[config.mk]
export PLATFORM = sky130hd
export DESIGN_NAME = ysyx_23060191_ifu_prefetch
export DESIGN_NICKNAME = d
export VERILOG_FILES = /design/src/rtl/ysyx_23060191_ifu_pkg.sv /design/src/rtl/ysyx_23060191_ifu_fifo.sv /design/src/rtl/ysyx_23060191_ifu_prefetch_chk.sv /design/src/rtl/ysyx_23060191_ifu_prefetch.sv
export SDC_FILE = /design/constraint.sdc
export NUM_CORES = 1
export LEC_CHECK = 0
export BUFFER_PORTS_ARGS = -buffer_cell sky130_fd_sc_hd__clkbuf_2
export CAP_MARGIN = 20
export CORE_ASPECT_RATIO = 0.7
export CORE_UTILIZATION = 44
export CTS_BUF_LIST = sky130_fd_sc_hd__clkbuf_4 sky130_fd_sc_hd__clkbuf_8 sky130_fd_sc_hd__clkbuf_16
export CTS_CLUSTER_SIZE = 16
export DETAILED_ROUTE_END_ITERATION = 10
export GPL_ROUTABILITY_DRIVEN = 0
export PLACE_DENSITY_LB_ADDON = 0.05
export SETUP_SLACK_MARGIN = 0.4
export SYNTH_ARGS = -nofsm -noshare
export SYNTH_HDL_FRONTEND = slang
export SYNTH_SLANG_ARGS = --single-unit
[constraint.sdc]
create_clock -name clk -period 13.87 [get_ports clk]
set_input_delay 2.774 -clock clk [delete_from_list [all_inputs] [get_ports clk]]
set_output_delay 2.774 -clock clk [all_outputs]
set_load 0.1 [all_outputs]
[src/rtl/ysyx_23060191_ifu_pkg.sv]
// Shared fetch-unit definitions: machine width, reset PC and fetch FSM encoding.
package ysyx_23060191_ifu_pkg;

  localparam int              CPU_WIDTH    = 32;
  localparam logic [31:0]     CPU_RESET_PC = 32'h8000_0000;

  typedef enum logic [1:0] {
    FS_IDLE = 2'd0,
    FS_REQ  = 2'd1,
    FS_WAIT = 2'd2
  } fetch_state_e;

endpackage

[src/rtl/ysyx_23060191_ifu_fifo.sv]
// Synchronous prefetch FIFO with flush; flush overrides push and pop.
module ysyx_23060191_ifu_fifo #(
  parameter int WIDTH = 65,
  parameter int DEPTH = 4
) (
  input  logic                     clk,
  input  logic                     rst,
  input  logic                     flush,
  input  logic                     push,
  input  logic [WIDTH-1:0]         push_data,
  input  logic                     pop,
  output logic [WIDTH-1:0]         head,
  output logic                     head_valid,
  output logic [$clog2(DEPTH):0]   count
);

  localparam int AW = $clog2(DEPTH);
  localparam int CW = AW + 1;

  logic [WIDTH-1:0] mem_r [DEPTH];
  logic [AW-1:0]    wptr_r;
  logic [AW-1:0]    rptr_r;
  logic [CW-1:0]    count_r;
  logic             do_push_s;
  logic             do_pop_s;

  assign do_push_s  = push & (count_r != CW'(DEPTH));
  assign do_pop_s   = pop & (count_r != CW'(1'b0));
  assign head       = mem_r[rptr_r];
  assign head_valid = (count_r != CW'(1'b0));
  assign count      = count_r;

  // Storage, pointers and occupancy
  always_ff @(posedge clk) begin
    if (rst) begin
      wptr_r  <= '0;
      rptr_r  <= '0;
      count_r <= '0;
      for (int i = 0; i < DEPTH; i++) begin
        mem_r[i] <= '0;
      end
    end else if (flush) begin
      wptr_r  <= '0;
      rptr_r  <= '0;
      count_r <= '0;
    end else begin
      if (do_push_s) begin
        mem_r[wptr_r] <= push_data;
        wptr_r        <= wptr_r + AW'(1'b1);
      end
      if (do_pop_s) begin
        rptr_r <= rptr_r + AW'(1'b1);
      end
      case ({do_push_s, do_pop_s})
        2'b10:   count_r <= count_r + CW'(1'b1);
        2'b01:   count_r <= count_r - CW'(1'b1);
        default: count_r <= count_r;
      endcase
    end
  end

endmodule

[src/rtl/ysyx_23060191_ifu_prefetch_chk.sv]
// Protocol checks for the fetch unit: responses only in WAIT, pushes never hit a full queue.
module ysyx_23060191_ifu_prefetch_chk
  import ysyx_23060191_ifu_pkg::*;
#(
  parameter int DEPTH = 4
) (
  input  logic                   clk,
  input  logic                   rst,
  input  fetch_state_e           state,
  input  logic                   rsp_valid,
  input  logic                   push,
  input  logic [$clog2(DEPTH):0] count
);

  rsp_only_in_wait: assert property (@(posedge clk) disable iff (rst)
    rsp_valid |-> (state == FS_WAIT));

  push_has_credit: assert property (@(posedge clk) disable iff (rst)
    push |-> (count < ($clog2(DEPTH) + 1)'(DEPTH)));

endmodule

[src/rtl/ysyx_23060191_ifu_prefetch.sv]
// Multi-cycle fetch unit: owns the PC, issues one word read at a time and
// queues the returned instructions with their PCs for the decoder.
module ysyx_23060191_ifu_prefetch
  import ysyx_23060191_ifu_pkg::*;
#(
  parameter int              XLEN     = CPU_WIDTH,
  parameter int              DEPTH    = 4,
  parameter logic [XLEN-1:0] RESET_PC = CPU_RESET_PC
) (
  input  logic            clk,
  input  logic            rst,
  input  logic            i_redirect_valid,
  input  logic [XLEN-1:0] i_redirect_pc,
  output logic            o_mem_req_valid,
  output logic [XLEN-1:0] o_mem_req_addr,
  input  logic            i_mem_req_ready,
  input  logic            i_mem_rsp_valid,
  input  logic [XLEN-1:0] i_mem_rsp_data,
  input  logic            i_mem_rsp_err,
  output logic            o_inst_valid,
  output logic [XLEN-1:0] o_inst,
  output logic [XLEN-1:0] o_inst_pc,
  output logic            o_inst_err,
  input  logic            i_inst_ready
);

  localparam int CW = $clog2(DEPTH) + 1;
  localparam int EW = 2 * XLEN + 1;

  fetch_state_e    state_r;
  fetch_state_e    next_state_s;
  logic [XLEN-1:0] pc_r;
  logic [XLEN-1:0] req_addr_r;
  logic            drop_r;
  logic            issue_s;
  logic            push_s;
  logic            pop_s;
  logic [CW-1:0]   fifo_count_s;
  logic [EW-1:0]   head_s;
  logic            head_valid_s;

  // A slot is reserved before issuing, so a push can never find the queue full.
  assign issue_s = (state_r == FS_IDLE) & ~i_redirect_valid & (fifo_count_s < CW'(DEPTH));
  assign push_s  = (state_r == FS_WAIT) & i_mem_rsp_valid & ~drop_r & ~i_redirect_valid;
  assign pop_s   = head_valid_s & i_inst_ready;

  // Fetch state register
  always_ff @(posedge clk) begin
    if (rst) begin
      state_r <= FS_IDLE;
    end else begin
      state_r <= next_state_s;
    end
  end

  // Fetch next-state logic
  always_comb begin
    next_state_s = state_r;
    case (state_r)
      FS_IDLE: begin
        if (issue_s) next_state_s = FS_REQ;
        else         next_state_s = FS_IDLE;
      end
      FS_REQ: begin
        if (i_mem_req_ready) next_state_s = FS_WAIT;
        else                 next_state_s = FS_REQ;
      end
      FS_WAIT: begin
        if (i_mem_rsp_valid) next_state_s = FS_IDLE;
        else                 next_state_s = FS_WAIT;
      end
      default: next_state_s = FS_IDLE;
    endcase
  end

  // Request channel outputs decoded from the state register
  always_comb begin
    o_mem_req_valid = 1'b0;
    case (state_r)
      FS_REQ:  o_mem_req_valid = 1'b1;
      default: o_mem_req_valid = 1'b0;
    endcase
  end

  assign o_mem_req_addr = req_addr_r;

  // PC, request address and response-drop flag; a redirect wins over issue
  always_ff @(posedge clk) begin
    if (rst) begin
      pc_r       <= RESET_PC;
      req_addr_r <= '0;
      drop_r     <= 1'b0;
    end else begin
      if (i_redirect_valid) begin
        pc_r <= i_redirect_pc & {{(XLEN-2){1'b1}}, 2'b00};
      end else if (issue_s) begin
        pc_r <= pc_r + XLEN'(3'd4);
      end
      if (issue_s) begin
        req_addr_r <= pc_r;
      end
      // Only one response is ever outstanding, so the flag is a single bit.
      if ((state_r == FS_WAIT) && i_mem_rsp_valid) begin
        drop_r <= 1'b0;
      end else if (i_redirect_valid && ((state_r == FS_REQ) || (state_r == FS_WAIT))) begin
        drop_r <= 1'b1;
      end
    end
  end

  ysyx_23060191_ifu_fifo #(
    .WIDTH (EW),
    .DEPTH (DEPTH)
  ) u_fifo (
    .clk        (clk),
    .rst        (rst),
    .flush      (i_redirect_valid),
    .push       (push_s),
    .push_data  ({i_mem_rsp_err, req_addr_r, i_mem_rsp_data}),
    .pop        (pop_s),
    .head       (head_s),
    .head_valid (head_valid_s),
    .count      (fifo_count_s)
  );

  assign o_inst_valid = head_valid_s;
  assign o_inst_err   = head_s[EW-1];
  assign o_inst_pc    = head_s[2*XLEN-1:XLEN];
  assign o_inst       = head_s[XLEN-1:0];

  ysyx_23060191_ifu_prefetch_chk #(
    .DEPTH (DEPTH)
  ) u_chk (
    .clk       (clk),
    .rst       (rst),
    .state     (state_r),
    .rsp_valid (i_mem_rsp_valid),
    .push      (push_s),
    .count     (fifo_count_s)
  );

endmodule

# --- After elaboration in Yosys (flattened, before gate mapping) ---
# Memory sizes are Yosys's and may differ from the RTL's. A register that Yosys moved wholly into a read port is not among the register bits.
# Index checks and enable logic that the tools add are counted.
classes:
  n_reduce_logical: 10
  bitwise_logic: 10
  n_mux: 19
  eq_ne: 5
  addsub: 5
  order_cmp: 1
ops:
  columns: ["cell", "n"]
  rows:
  - ["$mux 65", 1]
  - ["$reduce_or 65->1", 1]
  - ["$mux 32", 2]
  - ["$add 32x3->32 const B", 1]
  - ["$mux 2", 5]
  - ["$mux 1", 9]
  - ["$and 1x1->1", 8]
  - ["$pmux 2 s3", 1]
  - ["$pmux 3 s2", 1]
  - ["$add 2x1->2 const B", 2]
  - ["$eq 2x1->1 const B", 2]
  - ["$eq 2x2->1 const B", 2]
  - ["$reduce_bool 2->1", 2]
  - ["$reduce_or 2->1", 2]
  - ["$add 3x1->3 const B", 1]
  - ["$lt 3x3->1 const B", 1]
  - ["$ne 3x3->1 const B", 1]
  - ["$reduce_bool 3->1", 1]
  - ["$sub 3x1->3 const B", 1]
  - ["$logic_and 1x1->1", 2]
  - ["$logic_not 2->1", 1]
  - ["$not 1->1", 2]
  - ["$logic_or 1x1->1", 1]
totals:
  mem_bits_rw: 260
  reg_bits: 74
  memories: 1
  output_inout_bits: 99
  wordCells: 59
  in_bits: 71
mem_list:
  columns: ["name", "depth", "width", "rd", "rd_ports_with_merged_regs", "wr", "line_no", "text"]
  rows:
  - ["u_fifo.mem_r", 4, 65, 1, 1, 4, "ysyx_23060191_ifu_fifo.sv:20", "logic [WIDTH-1:0] mem_r [DEPTH];"]

# --- Longest topological paths before layout ---
logic_depth:
  word_depth: 11
  depth_mapped: 12
  depth_no_buf: 11

# --- Cells and area by module ---
# From an unflattened synthesis, not the netlist that was laid out.
hier_totals:
  cells_unflattened: 1079
  hier_area_um2: 14905.5
modules_own_cells:
  columns: ["mod", "n_inst", "seq_area_each_um2", "cells_each", "area_per_inst_um2"]
  rows:
  - ["ysyx_23060191_ifu_fifo", 1, 7987.7, 681, 11715.0]
  - ["ysyx_23060191_ifu_prefetch", 1, 1261.2, 398, 3190.6]

# --- Least setup slack after synthesis ---
# Ideal clock, no wire load.
synth_timing:
  path_kind: "input to register"
  startpoint: "in i_mem_rsp_valid"
  endpoint: "mem u_fifo.mem_r[2][0], enable pin"
  setup_time_ns: 0.577
  arrival_time_ns: 8.294
  setup_slack_ns: 4.999
  required_ns: 13.293
  stages: 5
  n_path_buf: 1
  path_cell_list: "nand2_1 -> a2111oi_4 -> clkbuf_1 -> inv_1 -> o31ai_1"
synth_lines:
  columns: ["element", "line_no", "text"]
  rows:
  - ["start, declared", "ysyx_23060191_ifu_prefetch.sv:17", "input logic i_mem_rsp_valid,"]
  - ["end, declared", "ysyx_23060191_ifu_fifo.sv:20", null]

==> impl_metrics.json <==
{
  "synth_edf_count": 252,
  "io_buffers": 163,
  "finalSetupTns_ps": 0,
  "dr.pass1.iters": 5,
  "core-area_um2": 31500,
  "dp_cells": 1560,
  "rows": 54,
  "max_stage_delay_ps": 800,
  "cts_made_buffers": 35,
  "critPathMaxFanout": 43,
  "via_count": 8817,
  "critPathLaunchType": "register",
  "grt_pass1_vias": 9157,
  "slew_viol_final": 0,
  "cts_hold_buf": 0,
  "async_flop_share_pct": 0,
  "antenna_found_initial": 0,
  "clkTransAtPathRegs_ps": 60,
  "regToRegEndpoint": "u_fifo.mem_r[1][3]",
  "hold_ws_ps": 477,
  "synth-seq-area-share_pct": 63.3,
  "cp.arrival_ps": 3040,
  "dieArea_um2": 33100,
  "pre_cts_slack_ps": 7850,
  "drt-initial-drc-count": 590,
  "cp.required_ps": 11100,
  "ys.flop_type": "edfxtp_1",
  "synthToLayoutAreaGrowth_pct": 15.4,
  "multi_input_area_um2": 4860,
  "grt_max_degree": 74,
  "worst_pin_slew_ps": 1050,
  "die_w_um": 217,
  "vias_per_cell": 5.47,
  "ctsResizeCount": 0,
  "ant_nets": 0,
  "met2_usage_pct": 34.8,
  "grt_first_pass_wirelength_um": 55100,
  "final_cell_count_no_fill": 1613,
  "fmax_ghz": 0.172,
  "drt_wl_total_um": 35500,
  "maxCapViolCount": 0,
  "layout_setup_ws_ps": 8060,
  "clk_path_buf_depth": 3,
  "netlist_area_um2": 14200,
  "dpl.hpwl_um": 19700,
  "r2r_slack_ps": 10180,
  "power_frac_seq_pct": 50.8,
  "grt_use_total_pct": 21.9,
  "rsz0062_at_grt": "no",
  "p_int_mw": 1.63,
  "switching_share_pct": 25.1,
  "synth_most_common_cell": "edfxtp_1",
  "powerDensity_nw_per_um2": 132,
  "hold_viol_final": 0,
  "synth_seq_cells": 324,
  "crit_end": "o_inst_pc[17]",
  "initial_utilization_pct": 45.2,
  "cp_top_family": "buffers and inverters",
  "cp_cell_sequence": "buf_4 -> mux4_2 -> clkbuf_2",
  "final.period_utilization_pct": 41.9,
  "clk_latency_ps": 520,
  "grt-ovfl-total": 0,
  "grt.busiest_layer": "met2",
  "fin_crit_ps": 5810,
  "seqCellArea_um2": 9020,
  "yosysWarnings": 0,
  "die_y_um": 152,
  "pwr-share-clk_pct": 40.5,
  "wl_per_cell_um": 22.0,
  "setup_viol": 0,
  "synth.distinct_cells": 49,
  "h-tree-depth": 2,
  "netlist_instances": 1042,
  "drive_gt1_share_pct": 25.9,
  "r2r-start": "state_r[0]",
  "cp_num_buf_inv": 2,
  "cts_setup_buffers": 0,
  "reg2reg_depth": 8,
  "layout.nets": 1255,
  "cts_tree": "yes",
  "p_leak_nw": 6.56,
  "hold_path_class": "register to register",
  "numClockSinks": 324,
  "cts-root-buf": "clkbuf_16",
  "netSwitchingPower_mw": 0.544,
  "io_pins": 170,
  "peakVddDrop_uv": 81.6,
  "cp.depth": 3,
  "antenna_cells": 0,
  "post-route-drc-count": 0,
  "grtUsageMet3_pct": 3.91,
  "criticalPathCategory": "register to primary output",
  "outcome": "finished clean",
  "netlist.top_cell.by_area": "edfxtp_1",
  "slew_headroom_pct": 29.8,
  "combPwrFrac_pct": 8.8,
  "grtUsageMet1_pct": 31.6,
  "avgSynthCellArea_um2": 13.6,
  "netlist.area_leader.share_pct": 53.2,
  "netlist_top_cells_count": "edfxtp_1, and3_1, and2_1",
  "fillers": 2785,
  "utilization_pct": 52.1,
  "end_kind": "primary output",
  "crit_slowest_cell": "buf_4",
  "synth_top_cells_by_area": "edfxtp_1, dfxtp_1, mux4_2",
  "finalClockSkew_ps": 17.8
}
==> worst register-to-register path, stage by stage, from the launching register on <==
cell,delay (ps)
dfxtp_1,330
inv_1,80
ha_1,200
nand2_1,110
a2111oi_4,360
buf_4,490
nand2_1,280
o21ai_4,680
buf_4,730
==> kinds of logic (layout without fill, tap and decap cells) <==
group,Yosys count,count (layout),synth area share (%)
AO/OA/AOI/OAI,75,75,3.31
XOR/XNOR,28,28,1.72
adder cells (fa/ha/maj),7,7,0.669
buffers and inverters,94,242,3.02
flip-flops,324,324,63.3
multiplexers,69,69,10.4
other,1,4,0.0264
AND/OR/NAND/NOR,444,444,17.5
==> cell usage in the layout (no fill, tap or decap), types with 17 or more instances in the layout <==
master	synthesis	routed
dfxtp_1	72	70
a21oi_1	43	43
and3_1	136	135
edfxtp_1	252	252
and2_1	128	127
nor2_1	43	41
nand2_1	90	89
xor2_1	17	17
mux4_2	63	63
clkbuf_2	0	163
clkbuf_16	0	37
==> power groups by stage <==
stage | Sequential [mW] | Clock, mW | Combinational [mW]
finish | 1.10 | 0.878 | 0.190
global route | 1.11 | 0.933 | 0.201
CTS | 1.10 | 0.896 | 0.192
detailed placement | 1.12 | 0 | 0.192
global placement | 1.12 | 0 | 0.191
floorplan | 1.15 | 0 | 0.118
==> flip-flops by register name (all words and copies together) (netlist names), named ones only <==
signal and cells:
o_mem_req_addr 30, drop_r 1, u_fifo.count 3, state_r 2, u_fifo.wptr_r 2, pc_r 30
u_fifo.rptr_r 2, u_fifo.mem_r 252
==> metal layers <==
| metal | wire [µm] | vias to the layer above | share of wire (%) |
|---|---|---|---|
| met1 | 16600 | 4470 | 47 |
| met4 | 491 | 0 | 1.4 |
| li1 | - | 4106 | - |
| met3 | 1850 | 38 | 5.2 |
| met5 | 0 | - | 0 |
| met2 | 16600 | 203 | 47 |
==> cell type report <==
cell class | instances | share of cell area (%)
Multi-Input combinational cell | 627 | 29.6
Clock inverter | 8 | 0.244
Timing Repair Buffer | 177 | 5.61
Inverter | 12 | 0.274
Tap cell | 420 | 3.20
Clock buffer | 45 | 6.16
Sequential cell | 324 | 54.9
==> metrics by stage <==
step                      instance area [µm²]  power (mW)
after global placement                  15400        1.31
after detailed placement                15400        1.31
after global routing                    16400        2.24
after CTS                               16400        2.19
after floorplan                         14200        1.26
final                                   16400        2.17
==> worst min path at each step <==
| stage | from | end | cells past startpoint |
|---|---|---|---|
| 6_report | pc_r[31] | o_mem_req_addr[31] | 2 |
| 4_1_cts | pc_r[31] | o_mem_req_addr[31] | 2 |
| 3_5_place_dp | pc_r[31] | o_mem_req_addr[31] | 2 |
| 5_1_grt | pc_r[28] | o_mem_req_addr[28] | 2 |
| 2_1_floorplan | pc_r[28] | o_mem_req_addr[28] | 2 |
| 3_3_place_gp | pc_r[28] | o_mem_req_addr[28] | 2 |
No activity file was read; power rests on OpenSTA's default activity.
